`config.mk`:
```
export PLATFORM = sky130hd
export DESIGN_NAME = serial_adder
export DESIGN_NICKNAME = d
export VERILOG_FILES = /design/src/rtl/serial_adder_pkg.sv /design/src/rtl/serial_adder_digit_adder.sv /design/src/rtl/serial_adder.sv
export SDC_FILE = /design/constraint.sdc
export NUM_CORES = 1
export LEC_CHECK = 0
export CAP_MARGIN = 20
export CELL_PAD_IN_SITES_DETAIL_PLACEMENT = 1
export CELL_PAD_IN_SITES_GLOBAL_PLACEMENT = 1
export CORE_UTILIZATION = 30
export CTS_BUF_LIST = sky130_fd_sc_hd__clkbuf_16
export DETAILED_ROUTE_END_ITERATION = 16
export PLACE_DENSITY_LB_ADDON = 0.15
export SLEW_MARGIN = 20
export SYNTH_ARGS = -nofsm -noshare
export SYNTH_HDL_FRONTEND = slang
export SYNTH_SLANG_ARGS = --single-unit
```
`constraint.sdc`:
```
create_clock -name clk -period 1.45 [get_ports clk]
set_clock_uncertainty 0.15 [all_clocks]
set_input_delay 0.435 -clock clk [delete_from_list [all_inputs] [get_ports clk]]
set_output_delay 0.435 -clock clk [all_outputs]
set_load 0.005 [all_outputs]
```
`src/rtl/serial_adder_pkg.sv`:
```
// -----------------------------------------------------------------------------
// serial_adder_pkg
// Shared types and elaboration helpers for the serial adder.
//   state_e     : controller states (IDLE, RUN, DONE)
//   cnt_width() : width of the digit-step counter for a given step count
// -----------------------------------------------------------------------------
package serial_adder_pkg;

  typedef enum logic [1:0] {
    IDLE = 2'd0,
    RUN  = 2'd1,
    DONE = 2'd2
  } state_e;

  // $clog2 of 1 or 2 would give 0 or 1.
  // A counter needs at least one bit, so the result is clamped to 1.
  function automatic int cnt_width(input int steps);
    return (steps <= 2) ? 1 : $clog2(steps);
  endfunction

endpackage : serial_adder_pkg

```
`src/rtl/serial_adder_digit_adder.sv`:
```
// -----------------------------------------------------------------------------
// digit_adder
// Combinational DIGIT-bit ripple-carry adder. It is the full-adder cell widened
// to one digit of the serial datapath.
//   x, y : digit operands
//   cin  : carry in from the previous digit
//   s    : digit sum
//   co   : carry out of the digit
// -----------------------------------------------------------------------------
module digit_adder #(
  parameter int DIGIT = 1
) (
  input  logic [DIGIT-1:0] x,
  input  logic [DIGIT-1:0] y,
  input  logic             cin,
  output logic [DIGIT-1:0] s,
  output logic             co
);

  logic [DIGIT:0] c;

  always_comb begin
    // NOTE: every variable driven here gets a value before any conditional or
    // loop path. That guarantees a purely combinational block with no latch.
    c    = '0;
    s    = '0;
    c[0] = cin;
    for (int i = 0; i < DIGIT; i++) begin
      s[i]   = x[i] ^ y[i] ^ c[i];
      c[i+1] = (x[i] & y[i]) | (c[i] & (x[i] ^ y[i]));
    end
  end

  assign co = c[DIGIT];

endmodule : digit_adder

```
`src/rtl/serial_adder.sv`:
```
// -----------------------------------------------------------------------------
// serial_adder
// Multi-cycle add/subtract unit. It processes DIGIT bits per clock and keeps
// the carry in a register between digits. Operands arrive on one valid/ready
// handshake and the result leaves on another.
//   clk, rst            : clock, asynchronous active-high reset
//   in_valid/in_ready   : operand handshake (a, b, sub)
//   a, b                : WIDTH-bit operands
//   sub                 : 0 = a+b, 1 = a-b (sampled only at accept)
//   out_valid/out_ready : result handshake
//   sum                 : WIDTH-bit result, modulo 2^WIDTH
//   cout                : final carry (for subtraction, 1 = no borrow)
//   overflow            : two's-complement signed overflow
// -----------------------------------------------------------------------------
module serial_adder
  import serial_adder_pkg::*;
#(
  parameter int WIDTH = 8,
  parameter int DIGIT = 1
) (
  input  logic             clk,
  input  logic             rst,
  input  logic             in_valid,
  output logic             in_ready,
  input  logic [WIDTH-1:0] a,
  input  logic [WIDTH-1:0] b,
  input  logic             sub,
  output logic             out_valid,
  input  logic             out_ready,
  output logic [WIDTH-1:0] sum,
  output logic             cout,
  output logic             overflow
);

  localparam int STEPS = WIDTH / DIGIT;
  localparam int CNT_W = cnt_width(STEPS);

  // Reject illegal geometries at elaboration time. A bad geometry must never
  // produce a silently truncated datapath.
  if (WIDTH < 2 || DIGIT < 1 || DIGIT > WIDTH || (WIDTH % DIGIT) != 0) begin : g_bad_params
    $error("serial_adder: illegal WIDTH=%0d / DIGIT=%0d", WIDTH, DIGIT);
  end

  state_e             state_q, state_d;
  logic [CNT_W-1:0]   cnt_q, cnt_d;
  logic               carry_q, carry_d;
  logic [WIDTH-1:0]   a_sh_q, a_sh_d;
  logic [WIDTH-1:0]   b_sh_q, b_sh_d;
  logic [WIDTH-1:0]   sum_q, sum_d;
  logic               cout_q, cout_d;
  logic               ovf_q, ovf_d;
  logic               a_msb_q, a_msb_d;
  logic               b_msb_q, b_msb_d;

  logic [DIGIT-1:0]   dig_s;
  logic               dig_co;
  logic [WIDTH-1:0]   sum_shifted;
  logic [WIDTH-1:0]   b_eff;
  logic               accept;
  logic               last_step;

  // Subtraction is a + ~b + 1. The +1 enters as the initial carry.
  assign b_eff     = b ^ {WIDTH{sub}};
  assign in_ready  = (state_q == IDLE) || ((state_q == DONE) && out_ready);
  assign accept    = in_valid && in_ready;
  assign last_step = (cnt_q == CNT_W'(STEPS - 1));

  digit_adder #(.DIGIT(DIGIT)) u_digit_adder (
    .x   (a_sh_q[DIGIT-1:0]),
    .y   (b_sh_q[DIGIT-1:0]),
    .cin (carry_q),
    .s   (dig_s),
    .co  (dig_co)
  );

  // The result is built LSB digit first. Each new digit enters at the MSB
  // end, so after STEPS shifts the first digit reaches bit 0.
  if (DIGIT == WIDTH) begin : g_sum_single
    assign sum_shifted = dig_s;
  end else begin : g_sum_shift
    assign sum_shifted = {dig_s, sum_q[WIDTH-1:DIGIT]};
  end

  always_comb begin
    state_d = state_q;
    cnt_d   = cnt_q;
    carry_d = carry_q;
    a_sh_d  = a_sh_q;
    b_sh_d  = b_sh_q;
    sum_d   = sum_q;
    cout_d  = cout_q;
    ovf_d   = ovf_q;
    a_msb_d = a_msb_q;
    b_msb_d = b_msb_q;

    unique case (state_q)
      IDLE: ;
      RUN: begin
        sum_d   = sum_shifted;
        carry_d = dig_co;
        a_sh_d  = a_sh_q >> DIGIT;
        b_sh_d  = b_sh_q >> DIGIT;
        cnt_d   = cnt_q + CNT_W'(1);
        if (last_step) begin
          state_d = DONE;
          cout_d  = dig_co;
          ovf_d   = (a_msb_q == b_msb_q) && (sum_shifted[WIDTH-1] != a_msb_q);
        end
      end
      DONE: begin
        if (out_ready) state_d = IDLE;
      end
      default: state_d = IDLE;
    endcase

    // Accept is possible only in IDLE or in DONE while the result drains.
    // In both cases it overrides the transition above and loads new operands.
    if (accept) begin
      state_d = RUN;
      a_sh_d  = a;
      b_sh_d  = b_eff;
      carry_d = sub;
      cnt_d   = '0;
      a_msb_d = a[WIDTH-1];
      b_msb_d = b_eff[WIDTH-1];
    end
  end

  // NOTE: state registers use non-blocking assignments. All flops then update
  // together from values sampled before the edge, which avoids ordering races.
  always_ff @(posedge clk or posedge rst) begin
    if (rst) begin
      state_q <= IDLE;
      cnt_q   <= '0;
      carry_q <= 1'b0;
      a_sh_q  <= '0;
      b_sh_q  <= '0;
      sum_q   <= '0;
      cout_q  <= 1'b0;
      ovf_q   <= 1'b0;
      a_msb_q <= 1'b0;
      b_msb_q <= 1'b0;
    end else begin
      state_q <= state_d;
      cnt_q   <= cnt_d;
      carry_q <= carry_d;
      a_sh_q  <= a_sh_d;
      b_sh_q  <= b_sh_d;
      sum_q   <= sum_d;
      cout_q  <= cout_d;
      ovf_q   <= ovf_d;
      a_msb_q <= a_msb_d;
      b_msb_q <= b_msb_d;
    end
  end

  assign out_valid = (state_q == DONE);
  assign sum       = sum_q;
  assign cout      = cout_q;
  assign overflow  = ovf_q;

endmodule : serial_adder

```
==> results of run 1 <==
## how the worst max path moves through the flow
| stage | endpoint | cells after the start |
|---|---|---|
| after detailed placement | in_ready | 4 |
| final | in_ready | 3 |
| after floorplan | a_msb_q | 5 |
| after CTS | in_ready | 3 |
| after global routing | in_ready | 3 |
| after global placement | in_ready | 4 |
## cell usage in the layout (no fill, tap or decap), drive strengths merged, types with 5 or more instances in the layout
| master | instances |
|---|---|
| o21ai | 17 |
| mux2i | 11 |
| and3 | 5 |
| clkdlybuf4s50 | 17 |
| inv | 5 |
| xor2 | 8 |
| clkbuf | 11 |
| nand3 | 11 |
| dfrtp | 34 |
| nand2 | 30 |
| buf | 46 |
## critical path: cells and delay by family (launching register included)
family	cells	cell delay (ns)
buffers and inverters	2	0.24
flip-flops	1	0.38
AND/OR/NAND/NOR	1	0.18
## power groups by stage
stage | Combinational (W) | Clock [W] | Sequential, W
2_1_floorplan | 0.00118 | 0 | 0.00158
3_3_place_gp | 0.00205 | 0 | 0.00159
3_5_place_dp | 0.00217 | 0 | 0.00161
4_1_cts | 0.00263 | 0.00106 | 0.00160
5_1_grt | 0.00327 | 0.00109 | 0.00171
6_report | 0.00297 | 0.00105 | 0.00166
## layer usage
metal / vias to the layer above / global-route usage
met5: - / 0
met4: 0 / 0.0615
met3: 9 / 0.0359
met2: 29 / 0.327
met1: 687 / 0.209
li1: 661 / -
## final cells by class
type	count	area [um^2]
inverters	5	18.8
fillers	584	2570
well taps	70	87.6
flip-flops and latches	34	851
multi-input cells	107	875
clock buffers	5	125
repair buffers	71	658
clock inverters	3	16.3
## state kept, by name, summed over array words and instances (netlist names)
register and cells:
a_sh_q 8, b_sh_q 8, sum 8, cnt_q 3, state_q 2, a_msb_q 1
b_msb_q 1, carry_q 1, cout 1, overflow 1
## cells by family (layout without fill, tap and decap cells)
kind of cell	count (synthesis)	after routing	synth area share
muxes	13	13	0.0828
and+or+nand+nor	57	57	0.163
DFF	34	34	0.516
xor gates and xnor gates	9	9	0.0478
AOI/OAI and AO/OA	25	25	0.106
buffers and inverters	16	84	0.0562
adders and majority gates	3	3	0.0273
## what timing repair did
action	in CTS	in global routing
gates resized for setup	76	32
setup buffers	9	3
endpoints found under the setup margin	37	40
gates cloned	1	0
pin swaps	11	9
## metrics by stage
stage / area [um^2] / TNS [ns]
floorplan: 1680 / -0.0120
CTS: 2510 / -2.37
finish: 2630 / -2.82
global placement: 2220 / -11.94
global route: 2630 / -4.85
detailed placement: 2220 / -12.97
==> impl_metrics.toml, run 1 <==
[status]
outcome = "complete, but fails checks"
violations = "negative setup slack"

[place]
dp.cells = 274
pre_cts_ws_ns = -0.776
gp_congestion = 0.708
portBuffers = 32
dp_hpwl_um = 2980

[critical_path]
required_ns = 0.87
startpoint_type = "flop"
arrival_ns = 1.08
endpoint_kind = "primary output"
path_class = "flop to primary output"
slowest_delay_ns = 0.38
rrSetupSlack_ns = -0.17
crit_start = "state_q[0]"
r2r_start = "state_q[0]"
rr_worst_depth = 5
crit_chain = "buf_6 -> and2b_1 -> buf_2"
path_max_fanout = 4
r2r-end = "b_sh_q[4]"
worst_path_max_delay_cell = "dfrtp_1"

[routing]
drt-wirelength-per-cell_um = 15.6
viasPerCell = 4.70
drt_pass1_iterations = 3
wl_met2_um = 2490
vias = 1386
drc = 0
wirelength_um = 4610
wl_met1_um = 1910
routed.top_layer = "met4"
wl_met3_um = 139
drt_iter0_markers = 60
detail-route-antenna-nets = 0

[power_and_ir_drop]
p_seq_frac = 0.292
p_leak_nw = 1.25
netSwitchingFraction = 0.351
peakVddDrop_v = 0.000873
combPwrFrac = 0.524
clkPwrFrac = 0.185
p_sw_w = 0.00199
power_w = 0.00568
p_int_w = 0.00369
powerDensity_nw_per_um2 = 2160

[synthesis]
async_flop_share = 1.00
yosys-top-cells-count = "dfrtp_1, nand2_1, mux2i_1, nand3_1, o21ai_0"
syn-num-nets = 181
synthCells = 157
yosysWarnings = 0
ys_top_cells_by_area = "dfrtp_1, nand2_1, mux2i_1"
synth-seq-cells = 34
synth_flop_cell = "dfrtp_1"
synth_area_um2 = 1650
synth_area_per_cell_um2 = 10.5
yosysMostFrequentCell = "dfrtp_1"
synth_edf_count = 0
synth.distinct_cells = 28
synth_top_area_cell = "dfrtp_1"
yosys.area.top_type_share = 0.516
yosysSeqAreaShare = 0.516

[timing]
fin_crit_sh = 1.15
report.final.slew_viol_count = 0
hold_ws_ns = 0.321
slew_headroom = 0.811
tightest_slew_ns = 0.283
finalSetupViolations = 31
post-route-min-period_ns = 1.67
timing.final.ws_setup_ns = -0.217
rsz0062_at_grt = "true"
fmax_mhz = 600
hold_viol = 0

[floorplanning]
start_util = 0.317
fp.dieW_um = 76.1
core_area_um2 = 5200
ios = 33
dieArea_um2 = 5790
rows = 26
die_h_um = 76.1

[job]
drv_cap = 0

[global_route]
grt_max_degree = 35
grt_pass1_wl_um = 8160
antenna_found_initial = 0
grt_pass1_vias = 1603
gr-total-overflow = 0
grt_usage = 0.180

[hold_path]
hold_end = "sum[0]"
holdPathStages = 2
hold_path_class = "flop to flop"
hp-start = "sum[0]"

[clock_tree]
root_buffer = "clkbuf_16"
tritoncts = "done"
clk_latency_ns = 0.28
cts_hold_buf = 0
numCtsBuffers = 5
h-tree-depth = 2
clock_path_buffers = 2
clkSlewWorstSetupHoldPaths_ns = 0.06
cts_sinks = 34

[finish]
final_util = 0.506
drive_gt1_frac = 0.409
area_growth_pct = 59.7
nets = 248
final_cells = 295
antenna_cells = 0
Power figures use the tool's default switching activity.
==> run 2, diff against run 1 <==
Settings changed: MAX_ROUTING_LAYER set to met4, TNS_END_PERCENT set to 1.
==> impl_metrics.toml, run 2 (synthesis gave the netlist of run 1 again) <==
[timing]
fmax_mhz = 610
report.final.slew_viol_count = 0
tightest_slew_ns = 0.270
post-route-min-period_ns = 1.64
hold_viol = 0
finalSetupViolations = 29
slew_headroom = 0.820
hold_ws_ns = 0.326
timing.final.ws_setup_ns = -0.190
rsz0062_at_grt = "true"
fin_crit_sh = 1.13

[routing]
viasPerCell = 4.54
drt-wirelength-per-cell_um = 13.8
detail-route-antenna-nets = 0
wirelength_um = 3960
drt_iter0_markers = 58
drc = 0
vias = 1299
drt_pass1_iterations = 3

[critical_path]
crit_start = "state_q[0]"
path_class = "flop to primary output"
arrival_ns = 1.06
r2r_start = "state_q[0]"
required_ns = 0.87
path_max_fanout = 3
startpoint_type = "flop"
endpoint_kind = "primary output"

[finish]
area_growth_pct = 46.6
antenna_cells = 0
nets = 239
final_util = 0.464
drive_gt1_frac = 0.338
final_common_cell = "dfrtp_1"
mostFrequentLayoutCells = "dfrtp_1, nand2_1, buf_4"

[power_and_ir_drop]
powerDensity_nw_per_um2 = 2080
peakVddDrop_v = 0.000805
p_leak_nw = 1.20

[floorplanning]
die_h_um = 76.1
ios = 33
core_area_um2 = 5200
fp.dieW_um = 76.1
start_util = 0.317
rows = 26
dieArea_um2 = 5790

[place]
gp_congestion = 0.744
dp_hpwl_um = 2860
portBuffers = 32

[global_route]
grt_usage = 0.158
grt_max_degree = 35
gr-total-overflow = 0
antenna_found_initial = 0
grt_pass1_vias = 1426
grt_pass1_wl_um = 6850

[status]
outcome = "complete, but fails checks"
violations = "negative setup slack"

[clock_tree]
cts_sinks = 34
root_buffer = "clkbuf_16"
clk_latency_ns = 0.28
clkSlewWorstSetupHoldPaths_ns = 0.05
clock_path_buffers = 2
numCtsBuffers = 5
tritoncts = "done"
h-tree-depth = 2

[hold_path]
hp-start = "sum[0]"
hold_path_class = "flop to flop"

[job]
drv_cap = 0
run 2: cell count changes in the layout (fill, tap and decap cells not counted), moves of 3 or more:
| cell | change |
|---|---|
| mux2i_1 | +6 |
| buf_2 | -4 |
| nand2_2 | +3 |
| buf_6 | -4 |
| o21ai_1 | -3 |
| mux2i_4 | -5 |
| buf_8 | -3 |
run 2: timing repair:
| item | 4_1_cts | 5_1_grt |
|---|---|---|
| resized for setup | 49 | 22 |
| setup endpoints to repair | 42 | 43 |
| hold buffers | 0 | 0 |
| buffers inserted | 3 | 2 |
| endpoints found under the hold margin | 0 | 0 |
| pin swaps | 6 | 6 |
run 2: stage by stage:
| step | setup WS, ns | total power, W | cell area, um^2 | setup TNS [ns] | std cells |
|---|---|---|---|---|---|
| 2_1_floorplan | -0.0120 | 0.00276 | 1670 | -0.0356 | 157 |
| 3_3_place_gp | -0.736 | 0.00364 | 2210 | -11.76 | 273 |
| 3_5_place_dp | -0.759 | 0.00375 | 2210 | -12.63 | 273 |
| 4_1_cts | -0.204 | 0.00505 | 2420 | -2.88 | 284 |
| 5_1_grt | -0.251 | 0.00540 | 2420 | -4.91 | 286 |
| 6_report | -0.190 | 0.00502 | 2420 | -2.57 | 286 |
run 2: worst paths after layout:
check,endpoint,slack (ns),cells after the start
max in group asynchronous,sum[0],0.61,3
min in group asynchronous,a_sh_q[2],0.35,3
hold reg to reg,sum[0],0.33,2
setup / recovery,in_ready,-0.19,3
setup reg to reg,a_msb_q,-0.18,5
hold / removal,sum[0],0.33,2
run 2: power breakdown:
| group | total, W | internal (W) | switching (W) |
|---|---|---|---|
| combinational | 0.00226 | 0.00123 | 0.00103 |
| clock | 0.00117 | 0.000797 | 0.000375 |
| sequential | 0.00159 | 0.00136 | 0.000231 |
run 2: layer usage:
| layer | GRT usage | wire length (um) | vias up |
|---|---|---|---|
| li1 | - | - | 641 |
| met1 | 0.175 | 1620 | 627 |
| met2 | 0.276 | 2150 | 25 |
| met3 | 0.0359 | 125 | 6 |
| met4 | 0.0577 | 60 | 0 |
| met5 | - | 0 | - |
run 2: worst max-delay path: stages (launching register included):
cell     delay [ns]
dfrtp_1        0.38
buf_6          0.12
and2b_1        0.17
buf_2          0.10
run 2: final cells by class:
type | count | area, um^2
clock buffer | 5 | 125
multi-input combinational | 107 | 754
fill | 581 | 2790
tap | 70 | 87.6
inverter | 5 | 18.8
sequential | 34 | 851
timing repair buffer | 62 | 542
clock inverter | 3 | 37.5
==> run 3, diff against run 2 <==
Settings changed: SKIP_CTS_REPAIR_TIMING set to 1.
==> impl_metrics.toml, run 3 (synthesis gave the netlist of run 1 again) <==
[job]
drv_cap = 0

[routing]
drc = 0
drt_iter0_markers = 66
drt_pass1_iterations = 4
wirelength_um = 3920
drt-wirelength-per-cell_um = 13.8
viasPerCell = 4.55
detail-route-antenna-nets = 0
vias = 1289

[critical_path]
path_class = "input pin to flop"
rr_worst_depth = 5
r2r_start = "state_q[0]"
rrSetupSlack_ns = -0.17
crit_chain = "clkdlybuf4s50_1 -> nor2b_4 -> and2_4 -> mux2_4"
r2r-end = "a_msb_q"
arrival_ns = 1.65
endpoint_kind = "flop"
slowest_delay_ns = 0.46
path_max_fanout = 6
worst_path_max_delay_cell = "clkdlybuf4s50_1"
required_ns = 1.46
startpoint_type = "input pin"

[timing]
hold_viol = 0
tightest_slew_ns = 0.255
slew_headroom = 0.830
finalSetupViolations = 25
timing.final.ws_setup_ns = -0.190
fmax_mhz = 610
report.final.slew_viol_count = 0
rsz0062_at_grt = "true"
post-route-min-period_ns = 1.64
fin_crit_sh = 1.13
hold_ws_ns = 0.325

[hold_path]
hold_end = "sum[0]"
hp-start = "sum[0]"
holdPathStages = 2
hold_path_class = "flop to flop"

[clock_tree]
clk_latency_ns = 0.28
tritoncts = "done"
root_buffer = "clkbuf_16"
clock_path_buffers = 2
cts_sinks = 34
clkSlewWorstSetupHoldPaths_ns = 0.05
numCtsBuffers = 5
h-tree-depth = 2

[global_route]
gr-total-overflow = 0
grt_max_degree = 35
grt_pass1_wl_um = 6730
gr-usage-met1 = 0.172
met3_usage = 0.0359
grt_usage = 0.154
top_usage_layer = "met2"
gr-usage-met2 = 0.268
antenna_found_initial = 0
grt_pass1_vias = 1420

[floorplanning]
rows = 26
ios = 33
dieArea_um2 = 5790
die_h_um = 76.1
start_util = 0.317
core_area_um2 = 5200
fp.dieW_um = 76.1

[status]
violations = "negative setup slack"
outcome = "complete, but fails checks"

[finish]
multi_input_area_um2 = 733
antenna_cells = 0
ff_latch_area_um2 = 851
final_cells = 283
area_growth_pct = 48.1
mostFrequentLayoutCells = "dfrtp_1, nand2_1, buf_4"
final_common_cell = "dfrtp_1"
nets = 236
fillers = 560
final_util = 0.469
drive_gt1_frac = 0.254

[power_and_ir_drop]
p_leak_nw = 1.32
powerDensity_nw_per_um2 = 2040
peakVddDrop_v = 0.000803

[place]
gp_congestion = 0.744
dp_hpwl_um = 2860
dp.cells = 273
portBuffers = 32
[run 3: changes by cell type in the layout (fill, tap and decap cells not counted), moves of 2 or more]
cell and change:
clkbuf_2 -7, dlygate4sd2_1 -3, dlymetal6s2s_1 +12, nand2_1 +4, o21ai_0 +2, buf_6 -3
buf_2 -2, nand2_2 -4
[run 3: cell type report]
| type | instances | share of cell area |
|---|---|---|
| multi-input cells | 107 | 0.301 |
| repair buffers | 59 | 0.241 |
| clock inverters | 3 | 0.0154 |
| well taps | 70 | 0.0359 |
| flip-flops and latches | 34 | 0.349 |
| clock buffers | 5 | 0.0513 |
| inverters | 5 | 0.00769 |
[run 3: how the worst max path moves through the flow]
stage	start	endpoint	slack, ns
2_1_floorplan	in_valid	a_msb_q	-0.01
3_3_place_gp	out_ready	in_ready	-0.74
3_5_place_dp	out_ready	in_ready	-0.76
4_1_cts	out_ready	in_ready	-0.76
5_1_grt	in_valid	a_msb_q	-0.23
6_report	in_valid	a_msb_q	-0.19
[run 3: report_power, final]
group | leakage (nW) | total [W] | switching [W] | internal [W]
Sequential | 0.432 | 0.00159 | 0.000233 | 0.00136
Clock | 0.0864 | 0.00117 | 0.000374 | 0.000797
Combinational | 0.801 | 0.00221 | 0.000976 | 0.00123
[run 3: layer usage]
| layer | vias to the layer above | wire (um) |
|---|---|---|
| met4 | 0 | 76 |
| met1 | 618 | 1640 |
| met5 | - | 0 |
| met3 | 7 | 131 |
| li1 | 636 | - |
| met2 | 28 | 2070 |
[run 3: stage by stage]
step / setup WS [ns] / instance area (um^2) / power (W) / setup TNS (ns)
2_1_floorplan: -0.0120 / 1670 / 0.00276 / -0.0356
3_3_place_gp: -0.736 / 2210 / 0.00364 / -11.76
3_5_place_dp: -0.759 / 2210 / 0.00375 / -12.63
4_1_cts: -0.760 / 2370 / 0.00496 / -9.25
5_1_grt: -0.234 / 2440 / 0.00536 / -4.36
6_report: -0.190 / 2440 / 0.00497 / -2.82
[run 3: worst max-delay path: cells and delay by family]
family | cells | cell delay [ns]
buf+inv | 1 | 0.46
simple gates | 2 | 0.46
mux | 1 | 0.29
